[src/rtl/sram_like_arbiter_pkg.sv]
// Shared encodings and helpers for the sram-like channel arbiter.
package sram_like_arbiter_pkg;

   localparam logic [1:0] SIZE_BYTE = 2'd0;
   localparam logic [1:0] SIZE_HALF = 2'd1;
   localparam logic [1:0] SIZE_WORD = 2'd2;

   localparam int unsigned ARB_DEF_NUM_CH = 2;
   localparam int unsigned ARB_ID_W       = $clog2(ARB_DEF_NUM_CH);

   // A single channel still needs a 1-bit ID so the FIFO has non-zero width.
   function automatic int unsigned id_width(input int unsigned n);
      return (n > 1) ? $clog2(n) : 1;
   endfunction

endpackage

[src/rtl/sram_like_arbiter_outst_fifo.sv]
// In-order FIFO of channel IDs for transactions accepted by the slave but not yet answered.
module outst_fifo #(
   parameter int unsigned DEPTH = 4,
   parameter int unsigned ID_W  = 1
) (
   input  logic            clk,
   input  logic            reset,
   input  logic            push,
   input  logic [ID_W-1:0] push_id,
   input  logic            pop,
   output logic            full,
   output logic            empty,
   output logic [ID_W-1:0] head_id
);

   localparam int unsigned PTR_W = $clog2(DEPTH);
   localparam int unsigned CNT_W = PTR_W + 1;

   logic [PTR_W-1:0] head_q, head_d;
   logic [PTR_W-1:0] tail_q, tail_d;
   logic [CNT_W-1:0] cnt_q, cnt_d;
   logic [ID_W-1:0]  mem_q [DEPTH];
   logic [ID_W-1:0]  mem_d [DEPTH];
   logic             do_push, do_pop;

   assign full    = (cnt_q == CNT_W'(DEPTH));
   assign empty   = (cnt_q == '0);
   assign head_id = mem_q[head_q];
   assign do_push = push && !full;
   assign do_pop  = pop && !empty;

   always_comb begin
      mem_d  = mem_q;
      head_d = head_q;
      tail_d = tail_q;
      cnt_d  = cnt_q;
      if (do_push) begin
         mem_d[tail_q] = push_id;
         tail_d        = tail_q + 1'b1;
      end
      if (do_pop) begin
         head_d = head_q + 1'b1;
      end
      case ({do_push, do_pop})
         2'b10:   cnt_d = cnt_q + 1'b1;
         2'b01:   cnt_d = cnt_q - 1'b1;
         default: cnt_d = cnt_q;
      endcase
   end

   always_ff @(posedge clk) begin
      if (reset) begin
         head_q <= '0;
         tail_q <= '0;
         cnt_q  <= '0;
         mem_q  <= '{default: '0};
      end else begin
         head_q <= head_d;
         tail_q <= tail_d;
         cnt_q  <= cnt_d;
         mem_q  <= mem_d;
      end
   end

endmodule

[src/rtl/sram_like_arbiter.sv]
// Shares one sram-like slave among NUM_CH masters; grants address phases and
// steers the in-order responses back to the issuing channel.
module sram_like_arbiter
   import sram_like_arbiter_pkg::*;
#(
   parameter int unsigned NUM_CH   = 2,
   parameter int unsigned ADDR_W   = 32,
   parameter int unsigned DATA_W   = 32,
   parameter int unsigned MAX_OUTS = 4,
   parameter int unsigned RR_MODE  = 0
) (
   input  logic                     clk,
   input  logic                     reset,
   input  logic [NUM_CH-1:0]        m_req,
   input  logic [NUM_CH-1:0]        m_wr,
   input  logic [2*NUM_CH-1:0]      m_size,
   input  logic [ADDR_W*NUM_CH-1:0] m_addr,
   input  logic [DATA_W*NUM_CH-1:0] m_wdata,
   output logic [NUM_CH-1:0]        m_addr_ok,
   output logic [NUM_CH-1:0]        m_data_ok,
   output logic [DATA_W-1:0]        m_rdata,
   output logic                     s_req,
   output logic                     s_wr,
   output logic [1:0]               s_size,
   output logic [ADDR_W-1:0]        s_addr,
   output logic [DATA_W-1:0]        s_wdata,
   input  logic                     s_addr_ok,
   input  logic                     s_data_ok,
   input  logic [DATA_W-1:0]        s_rdata,
   output logic                     err_unexp
);

   localparam int unsigned ID_W = id_width(NUM_CH);

   logic            lock_q, lock_d;
   logic [ID_W-1:0] lock_id_q, lock_id_d;
   logic [ID_W-1:0] rr_ptr_q, rr_ptr_d;
   logic            err_q, err_d;
   logic [ID_W-1:0] grant;
   logic [ID_W-1:0] head_id;
   logic            arb_found;
   logic            full, empty, hs, pop;
   int unsigned     idx;

   // A stalled request pins the grant so the slave sees a stable address phase.
   always_comb begin
      grant     = '0;
      arb_found = 1'b0;
      idx       = 0;
      if (lock_q) begin
         grant = lock_id_q;
      end else if (RR_MODE == 0) begin
         for (int unsigned i = 0; i < NUM_CH; i++) begin
            if (!arb_found && m_req[i]) begin
               grant     = ID_W'(i);
               arb_found = 1'b1;
            end
         end
      end else begin
         for (int unsigned i = 0; i < NUM_CH; i++) begin
            idx = (32'(rr_ptr_q) + i) % NUM_CH;
            if (!arb_found && m_req[ID_W'(idx)]) begin
               grant     = ID_W'(idx);
               arb_found = 1'b1;
            end
         end
      end
   end

   assign s_req   = (|m_req) && !full && !reset;
   assign s_wr    = m_wr[grant];
   assign s_size  = m_size[grant*2 +: 2];
   assign s_addr  = m_addr[grant*ADDR_W +: ADDR_W];
   assign s_wdata = m_wdata[grant*DATA_W +: DATA_W];
   assign hs      = s_req && s_addr_ok;
   assign pop     = s_data_ok && !empty && !reset;
   assign m_rdata = s_rdata;
   assign err_unexp = err_q;

   always_comb begin
      m_addr_ok = '0;
      m_data_ok = '0;
      if (hs)  m_addr_ok[grant]   = 1'b1;
      if (pop) m_data_ok[head_id] = 1'b1;
   end

   always_comb begin
      lock_d    = lock_q;
      lock_id_d = lock_id_q;
      rr_ptr_d  = rr_ptr_q;
      err_d     = err_q | (s_data_ok && empty);
      if (hs) begin
         lock_d = 1'b0;
         if (RR_MODE != 0) begin
            rr_ptr_d = (32'(grant) == NUM_CH - 1) ? '0 : grant + 1'b1;
         end
      end else if (s_req) begin
         lock_d    = 1'b1;
         lock_id_d = grant;
      end
   end

   always_ff @(posedge clk) begin
      if (reset) begin
         lock_q    <= 1'b0;
         lock_id_q <= '0;
         rr_ptr_q  <= '0;
         err_q     <= 1'b0;
      end else begin
         lock_q    <= lock_d;
         lock_id_q <= lock_id_d;
         rr_ptr_q  <= rr_ptr_d;
         err_q     <= err_d;
      end
   end

   outst_fifo #(
      .DEPTH (MAX_OUTS),
      .ID_W  (ID_W)
   ) u_fifo (
      .clk     (clk),
      .reset   (reset),
      .push    (hs),
      .push_id (grant),
      .pop     (pop),
      .full    (full),
      .empty   (empty),
      .head_id (head_id)
   );

endmodule
[config.mk]
export PLATFORM = sky130hd
export DESIGN_NAME = sram_like_arbiter
export DESIGN_NICKNAME = d
export VERILOG_FILES = /design/src/rtl/sram_like_arbiter_pkg.sv /design/src/rtl/sram_like_arbiter_outst_fifo.sv /design/src/rtl/sram_like_arbiter.sv
export SDC_FILE = /design/constraint.sdc
export NUM_CORES = 1
export LEC_CHECK = 0
export CAP_MARGIN = 20
export CORE_AREA = 2 2 106 108
export DETAILED_ROUTE_END_ITERATION = 8
export DIE_AREA = 0 0 108 110
export PLACE_DENSITY = 0.72
export SYNTH_ARGS = -nofsm -noshare
export SYNTH_HDL_FRONTEND = slang
export SYNTH_HIERARCHICAL = 1
export SYNTH_SLANG_ARGS = --single-unit
[constraint.sdc]
create_clock -name clk -period 3.3 [get_ports clk]
set_input_delay 0.99 -clock clk [delete_from_list [all_inputs] [get_ports clk]]
set_output_delay 0.99 -clock clk [all_outputs]
set_load 0.05 [all_outputs]
==> out/qor.yml, run 1 <==
netlist_area_um2: 1876
critPathMostFrequentCell: "buf_12"
routed_via_density: 4.231
power.switching_fraction: 0.3905
worst_path_largest_cell_delay_ps: 320
wl_um: 11880
timing.critical_path.from_type: "input port"
pint_uw: 890.6
min_period_ps: 3443
global_route.usage.total: 0.1836
m1WireLength_um: 4919
worst-endpoint-arrival_ps: 2450
top_layer_used: "met5"
power.density_nw_per_um2: 274.5
timing.critical_path.to_type: "output pin"
mostFrequentLayoutCells: "137 x clkdlybuf4s50_1, 81 x buf_12, 64 x mux2_4"
tritoncts: "built"
grt_max_degree: 16
grt_pass1_vias: 2486
path_cells: "buf_6, nor3b_4, a21oi_2, inv_4, buf_12, buf_12, buf_12, buf_16, mux2_4, buf_12"
critPathSlowestCell: "mux2_4"
detail_route.iter0.violations: 104
layout.cells.most_common: "clkdlybuf4s50_1"
dpl.hpwl_um: 8833
failing_checks: "setup timing"
fin_total_pwr_mw: 1.461
timing.final.setup_violations: 59
sequential_fraction_of_design_power: 0.125
timing.slew.headroom: 0.6698
wire_length_of_the_first_global_routing_pass_um: 15960
part_of_the_yosys_area_used_for_sequential_elements: 0.1494
ys_warn_count: 6
core_area_um2: 10700
timing.final.crit_share: 1.043
std_cell_rows: 38
post_drt_wl_per_cell_um: 22.13
power.switching_uw: 570.5
tns_ps: -3655
tightest_slew_ps: 493.8
wl_met3_um: 1437
clock_power_share: 0.094
cp.required_ps: 2310
initial_core_util: 0.1753
count_of_clock_tree_sinks: 14
worst-path-max-fanout: 7
fillers: 945
max_cap_viol_count: 0
htree_num_levels: 1
num_io_pins: 277
combPwrFrac: 0.781
dominantRegCellSynth: "dfxtp_1"
synth_area_per_cell_um2: 9.718
die_height_um: 110
fin_hold_viols: 0
worstSkewPairLatency_ps: 240
post-synth-top-area-fraction: 0.3422
die_area_um2: 11880
power_leakage_nw: 2.296
pre_cts_ws_ps: -408.4
die_w_um: 108
clock.fmax_ghz: 0.2904
min_path_type: "flop to flop"
final_max_tran_viols: 0
placement.io_buffers: 212
gpl.final_weighted_congestion: 0.7345
synth_seq_cells: 14
detailroute.wirelength.met2_um: 5456
ant_nets: 0
holdBufCountCts: 0
status: "finished, violations left"
fraction_of_final_layout_cells_sized_beyond_drive_strength_1: 0.4621
grt_setup_unrepaired: "true"
clock_tree.buffer_depth: 2
synthArstFlopShare: 0
peakVddDrop_v: 0.0002755
tritoncts.num_buffers: 3
yosysTopAreaCell: "mux2_2"
syn-instance-count: 193
synth_cell_type_count: 35
clk_pin_slew_ps: 60
fin_skew_ps: 5.317
area_overhead_vs_synth_pct: 183.8
grt_antenna_before_repair: 3
finish.net_count: 576
final_util: 0.4975
synth_nets: 371
clock_tree.root_cell: "clkbuf_8"
path_class: "input port to output pin"
first_pass_iters: 4
detail_route.drc_violations: 0
number_of_flops_mapped_to_enable_cells_by_yosys: 0
final.setup.worst_slack_ps: -143.4
global_route_congestion_overflow_total: 0
cell_types_occupying_the_most_area_after_synthesis: "mux2_2 34%, dfxtp_1 15%, buf_4 15%"
number_of_vias_in_the_routed_layout: 2272
## layer usage
metal / up-vias / GRT usage
li1: 1058 / -
met1: 1072 / 0.2466
met2: 132 / 0.2835
met3: 6 / 0.08054
met4: 4 / 0.01557
met5: - / 0
## worst paths after layout
kind / startpoint / end / slack (ps) / cells after the start
min: u_fifo/mem_q[2] / u_fifo/mem_q[2] / 480 / 2
max: m_req[1] / s_wr / -140 / 10
max reg2reg: u_fifo/cnt_q[2] / u_fifo/cnt_q[2] / 590 / 12
min reg2reg: u_fifo/mem_q[2] / u_fifo/mem_q[2] / 480 / 2
## cells by family after synthesis
family | after synthesis | synth area share
compound gates | 12 | 0.03936
xor+xnor | 3 | 0.01401
fa+ha+maj | 6 | 0.04403
buf+inv | 51 | 0.1868
flops | 14 | 0.1494
mux | 73 | 0.4636
simple gates | 34 | 0.1027
## state kept, by name, summed over array words and instances, names as in the netlist
| signal | cells |
|---|---|
| u_fifo/cnt_q | 3 |
| lock_id_q | 1 |
| lock_q | 1 |
| u_fifo/tail_q | 2 |
| u_fifo/head_q | 2 |
| err_unexp | 1 |
| u_fifo/mem_q | 4 |
## metrics by stage
| stage | area [um2] | hold WS [ps] | std cells |
|---|---|---|---|
| after detailed placement | 4696 | 466.2 | 516 |
| final | 5323 | 479.4 | 537 |
| after global routing | 5320 | 494.1 | 536 |
| after global placement | 4696 | 458.8 | 516 |
| after floorplan | 1876 | 448.5 | 193 |
| after CTS | 5350 | 479.4 | 537 |
## synth_stat cells (2+ instances only)
master	number
mux2_2	57
buf_4	37
dfxtp_1	14
mux2_4	11
inv_1	9
nor2_1	8
a21oi_1	5
ha_1	5
nand2b_1	5
and2_1	4
mux2i_1	4
nand3_1	4
xor2_1	3
nor3_1	2
nor3b_1	2
o21ai_0	2
o31ai_1	2
or3_1	2
## critical path: cells and delay by family
kind | cells | cell delay, ps
AO/OA/AOI/OAI | 1 | 180
buffers and inverters | 7 | 820
multiplexers | 1 | 320
AND/OR/NAND/NOR | 1 | 140
## power by group through the flow
stage	logic (mW)	clock network, mW	registers, mW
after floorplan	0.539	0	0.188
after global placement	1.00	0	0.184
after detailed placement	1.00	0	0.185
after CTS	1.15	0.142	0.182
after global routing	1.18	0.151	0.183
final	1.14	0.137	0.182
## cell type report
cell class	instances	area (um2)	share of cell area
diodes	1	2.502	0.0004701
clock buffers	3	41.29	0.007757
inverters	10	40.04	0.007522
multi-input cells	128	1468	0.2757
flip-flops and latches	14	280.3	0.05266
well taps	140	175.2	0.03291
repair buffers	241	3316	0.6229
## what timing repair did
action / 4_1_cts / 5_1_grt
cloned: 9 / 0
endpoints found under the setup margin: 70 / 70
setup buffers: 10 / 1
pin swaps: 1 / 0
endpoints found under the hold margin: 0 / 0
gates resized for setup: 80 / 5
Note: power is estimated with default switching activity, not from simulation.
==> run 2, diff against run 1 <==
--- a/config.mk
+++ b/config.mk
@@ -5,11 +5,13 @@
 export SDC_FILE = /design/constraint.sdc
 export NUM_CORES = 1
 export LEC_CHECK = 0
+export ABC_AREA = 1
 export CAP_MARGIN = 20
 export CORE_AREA = 2 2 106 108
 export DETAILED_ROUTE_END_ITERATION = 8
 export DIE_AREA = 0 0 108 110
-export PLACE_DENSITY = 0.72
+export PLACE_DENSITY = 0.73
+export RECOVER_POWER = 100
 export SYNTH_ARGS = -nofsm -noshare
 export SYNTH_HDL_FRONTEND = slang
 export SYNTH_HIERARCHICAL = 1
==> out/qor.yml, run 2 <==
status: "completed"
peakVddDrop_v: 0.0002269  # -18%
clk_pin_slew_ps: 60  # about the same
multiInputGateArea_um2: 1242  # -15%
die_w_um: 108  # unchanged
dominantRegCellSynth: "dfxtp_1"
layout.area.seq_um2: 280.3  # unchanged
final_max_tran_viols: 0  # unchanged
postPlaceCellArea_um2: 4756  # +1.3%
worst-endpoint-arrival_ps: 2230  # -220 ps
critPathSlowestCell: "dlygate4sd2_1"
fin_hold_viols: 0  # unchanged
layout.cells.most_common: "nand2_1"
hold_ep: "u_fifo/cnt_q[0]"
holdBufCountCts: 0  # unchanged
hold-worst-slack_ps: 486.1  # +6.698 ps
htree_num_levels: 1  # unchanged
number_of_vias_in_the_routed_layout: 2799  # +23%
dpl.hpwl_um: 8278  # -6.3%
min_delay_path_depth: 1  # -1
clock_tree.buffer_depth: 2  # unchanged
final_util: 0.3936  # -0.1040
synth_seq_cells: 14  # unchanged
min_path_type: "flop to flop"
power_leakage_nw: 2.145  # -6.6%
yosysTopAreaCell: "nand2_1"
reg_top3: "u_fifo/mem_q: 4 flops, u_fifo/cnt_q: 3 flops"
holdCritStartpoint: "u_fifo/cnt_q[0]"
largest_register_ffs: 4  # unchanged
global_route_congestion_overflow_total: 0  # unchanged
reg2regPathDepth: 12  # unchanged
placed_cells: 699  # +35%
pre_cts_ws_ps: -78.96  # +329.5 ps
combPwrFrac: 0.724  # -0.057
grt_max_degree: 28  # +12
grt_pass1_vias: 2666  # +7.2%
fin_skew_ps: 1.237  # -4.080 ps
synth_nets: 560  # +51%
clock_power_share: 0.133  # +0.039
cell_types_occupying_the_most_area_after_synthesis: "nand2_1 44%, dfxtp_1 14%, buf_4 12%"
top_register: "u_fifo/mem_q"
timing.critical_path.from_type: "input port"
path_class: "input port to output pin"
ant_nets: 0  # unchanged
placement.io_buffers: 212  # unchanged
min_period_ps: 3219  # -224.7 ps
cp.required_ps: 2310  # about the same
fraction_of_final_layout_cells_sized_beyond_drive_strength_1: 0.2113  # -0.2509
count_of_clock_tree_sinks: 14  # unchanged
netlist_area_um2: 1953  # +4.1%
path_cells: "dlygate4sd2_1, inv_2, nand3_2, nand2_4, buf_8, buf_4, buf_16, nand2_1, nand2_2, clkbuf_8"
worst_r2r_endpoint: "u_fifo/cnt_q[1]"
worst_path_largest_cell_delay_ps: 240  # -80 ps
core_area_um2: 10700  # unchanged
std_cell_rows: 38  # unchanged
worst-r2r-setup-slack_ps: 940  # +350 ps
ys_warn_count: 6  # unchanged
global_route.usage.total: 0.1567  # -0.02696
tritoncts.num_buffers: 3  # unchanged
timing.critical_path.to_type: "output pin"
first_pass_iters: 4  # unchanged
mostFrequentLayoutCells: "216 x nand2_1, 137 x clkdlybuf4s50_1, 31 x inv_1"
tritoncts: "built"
synth_cell_type_count: 19  # -46%
detail_route.iter0.violations: 165  # +59%
grt_antenna_before_repair: 0  # -3
fillers: 1124  # +19%
fin_total_pwr_mw: 1.278  # -13%
synth_area_per_cell_um2: 5.113  # -47%
clock_tree.root_cell: "clkbuf_8"
power.density_nw_per_um2: 303.6  # +11%
wire_length_of_the_first_global_routing_pass_um: 14510  # -9.1%
timing.final.crit_share: 0.9754  # -0.06808
synthTopCellsByCount: "230 x nand2_1, 32 x buf_4, 31 x inv_1, 21 x nor2_1, 14 x dfxtp_1"
detail_route.drc_violations: 0  # unchanged
initial_core_util: 0.1826  # +0.007251
syn-instance-count: 382  # +98%
gpl.final_weighted_congestion: 0.7881  # +7.3%
wl_um: 10500  # -12%
timing.slew.headroom: 0.6651  # -0.004723
part_of_the_yosys_area_used_for_sequential_elements: 0.1435  # -0.005935
tightest_slew_ps: 500.7  # +6.979 ps
pint_uw: 657.8  # -26%
post_route_design_area_um2: 4210  # -21%
post-synth-top-area-fraction: 0.4420  # +0.09980
post_drt_wl_per_cell_um: 14.83  # -33%
synthArstFlopShare: 0  # unchanged
grt_setup_unrepaired: "false"
routed_via_density: 3.953  # -6.6%
max_cap_viol_count: 0  # unchanged
final.setup.worst_slack_ps: 81.31  # +224.7 ps
die_height_um: 110  # unchanged
critical_path.reg2reg.startpoint: "u_fifo/cnt_q[0]"
power.switching_uw: 620.4  # +8.7%
tns_ps: 0  # +3655 ps
die_area_um2: 11880  # unchanged
number_of_flops_mapped_to_enable_cells_by_yosys: 0  # unchanged
power.switching_fraction: 0.4854  # +0.09490
n_antenna_cell: 0  # -1
area_overhead_vs_synth_pct: 115.6
layoutNonFillerInstCount: 708  # +32%
worst-path-max-fanout: 12  # +5
timing.final.setup_violations: 0  # -100%
worstSkewPairLatency_ps: 240  # about the same
finish.net_count: 747  # +30%
clock.fmax_ghz: 0.3107  # +7.0%
num_io_pins: 277  # unchanged
synth.most_common_cell: "nand2_1"
sequential_fraction_of_design_power: 0.143  # +0.018
==> run 2: cell count changes in the layout (fill, tap and decap cells not counted), moves of 9 or more <==
cell / previous run / this run
mux2_4: 64 / 0
nand2_1: 1 / 216
inv_1: 9 / 31
clkbuf_4: 0 / 9
nand2_2: 0 / 15
nor2_1: 7 / 18
buf_12: 81 / 18
clkbuf_2: 0 / 30
==> run 2: what timing repair did <==
action | CTS | global route
buffers inserted | 2 | 0
setup endpoints to repair | 69 | 2
gates cloned | 3 | 0
pin swaps | 3 | 1
resized for setup | 27 | 2
==> run 2: cell type report <==
cell class                 count  share of cell area
clock buffer                   4             0.01308
inverter                      34             0.03150
tap                          140             0.04160
multi-input combinational    286              0.2951
sequential                    14             0.06657
timing repair buffer         230              0.5522
==> run 2: how the worst max path moves through the flow <==
| stage | startpoint | to | slack [ps] | depth (start not counted) |
|---|---|---|---|---|
| 3_5_place_dp | m_req[1] | s_addr[13] | -80 | 8 |
| 3_3_place_gp | m_req[1] | s_addr[13] | -90 | 8 |
| 2_1_floorplan | reset | m_addr_ok[0] | 180 | 5 |
| 5_1_grt | m_req[0] | s_addr[16] | 6 | 9 |
| 4_1_cts | reset | m_addr_ok[0] | 20 | 7 |
| 6_report | m_req[0] | s_addr[4] | 80 | 10 |
==> run 2: power by group through the flow <==
stage	Clock, mW	Combinational [mW]	Sequential (mW)
2_1_floorplan	0	0.577	0.190
3_3_place_gp	0	1.12	0.187
3_5_place_dp	0	1.12	0.187
4_1_cts	0.176	1.16	0.183
5_1_grt	0.182	0.970	0.184
6_report	0.170	0.925	0.183
==> run 2: cells by family (layout without fill, tap and decap cells) <==
| group | after synthesis | in the layout | synth area share |
|---|---|---|---|
| fa+ha+maj | 6 | 6 | 0.04228 |
| buf+inv | 82 | 268 | 0.2447 |
| compound gates | 12 | 12 | 0.03139 |
| flops | 14 | 14 | 0.1435 |
| simple gates | 268 | 268 | 0.5381 |
==> run 2: routing by layer <==
metal | vias to the layer above | GRT usage | routed length [um]
met5 | - | 0 | 0
met4 | 0 | 0.02289 | 40
met3 | 2 | 0.05996 | 1079
met2 | 133 | 0.2745 | 5097
met1 | 1188 | 0.1862 | 4284
li1 | 1476 | - | -
==> run 2: critical path: cells and delay by family <==
family	cells	cell delay, ps
simple gates	4	370
buf+inv	6	870
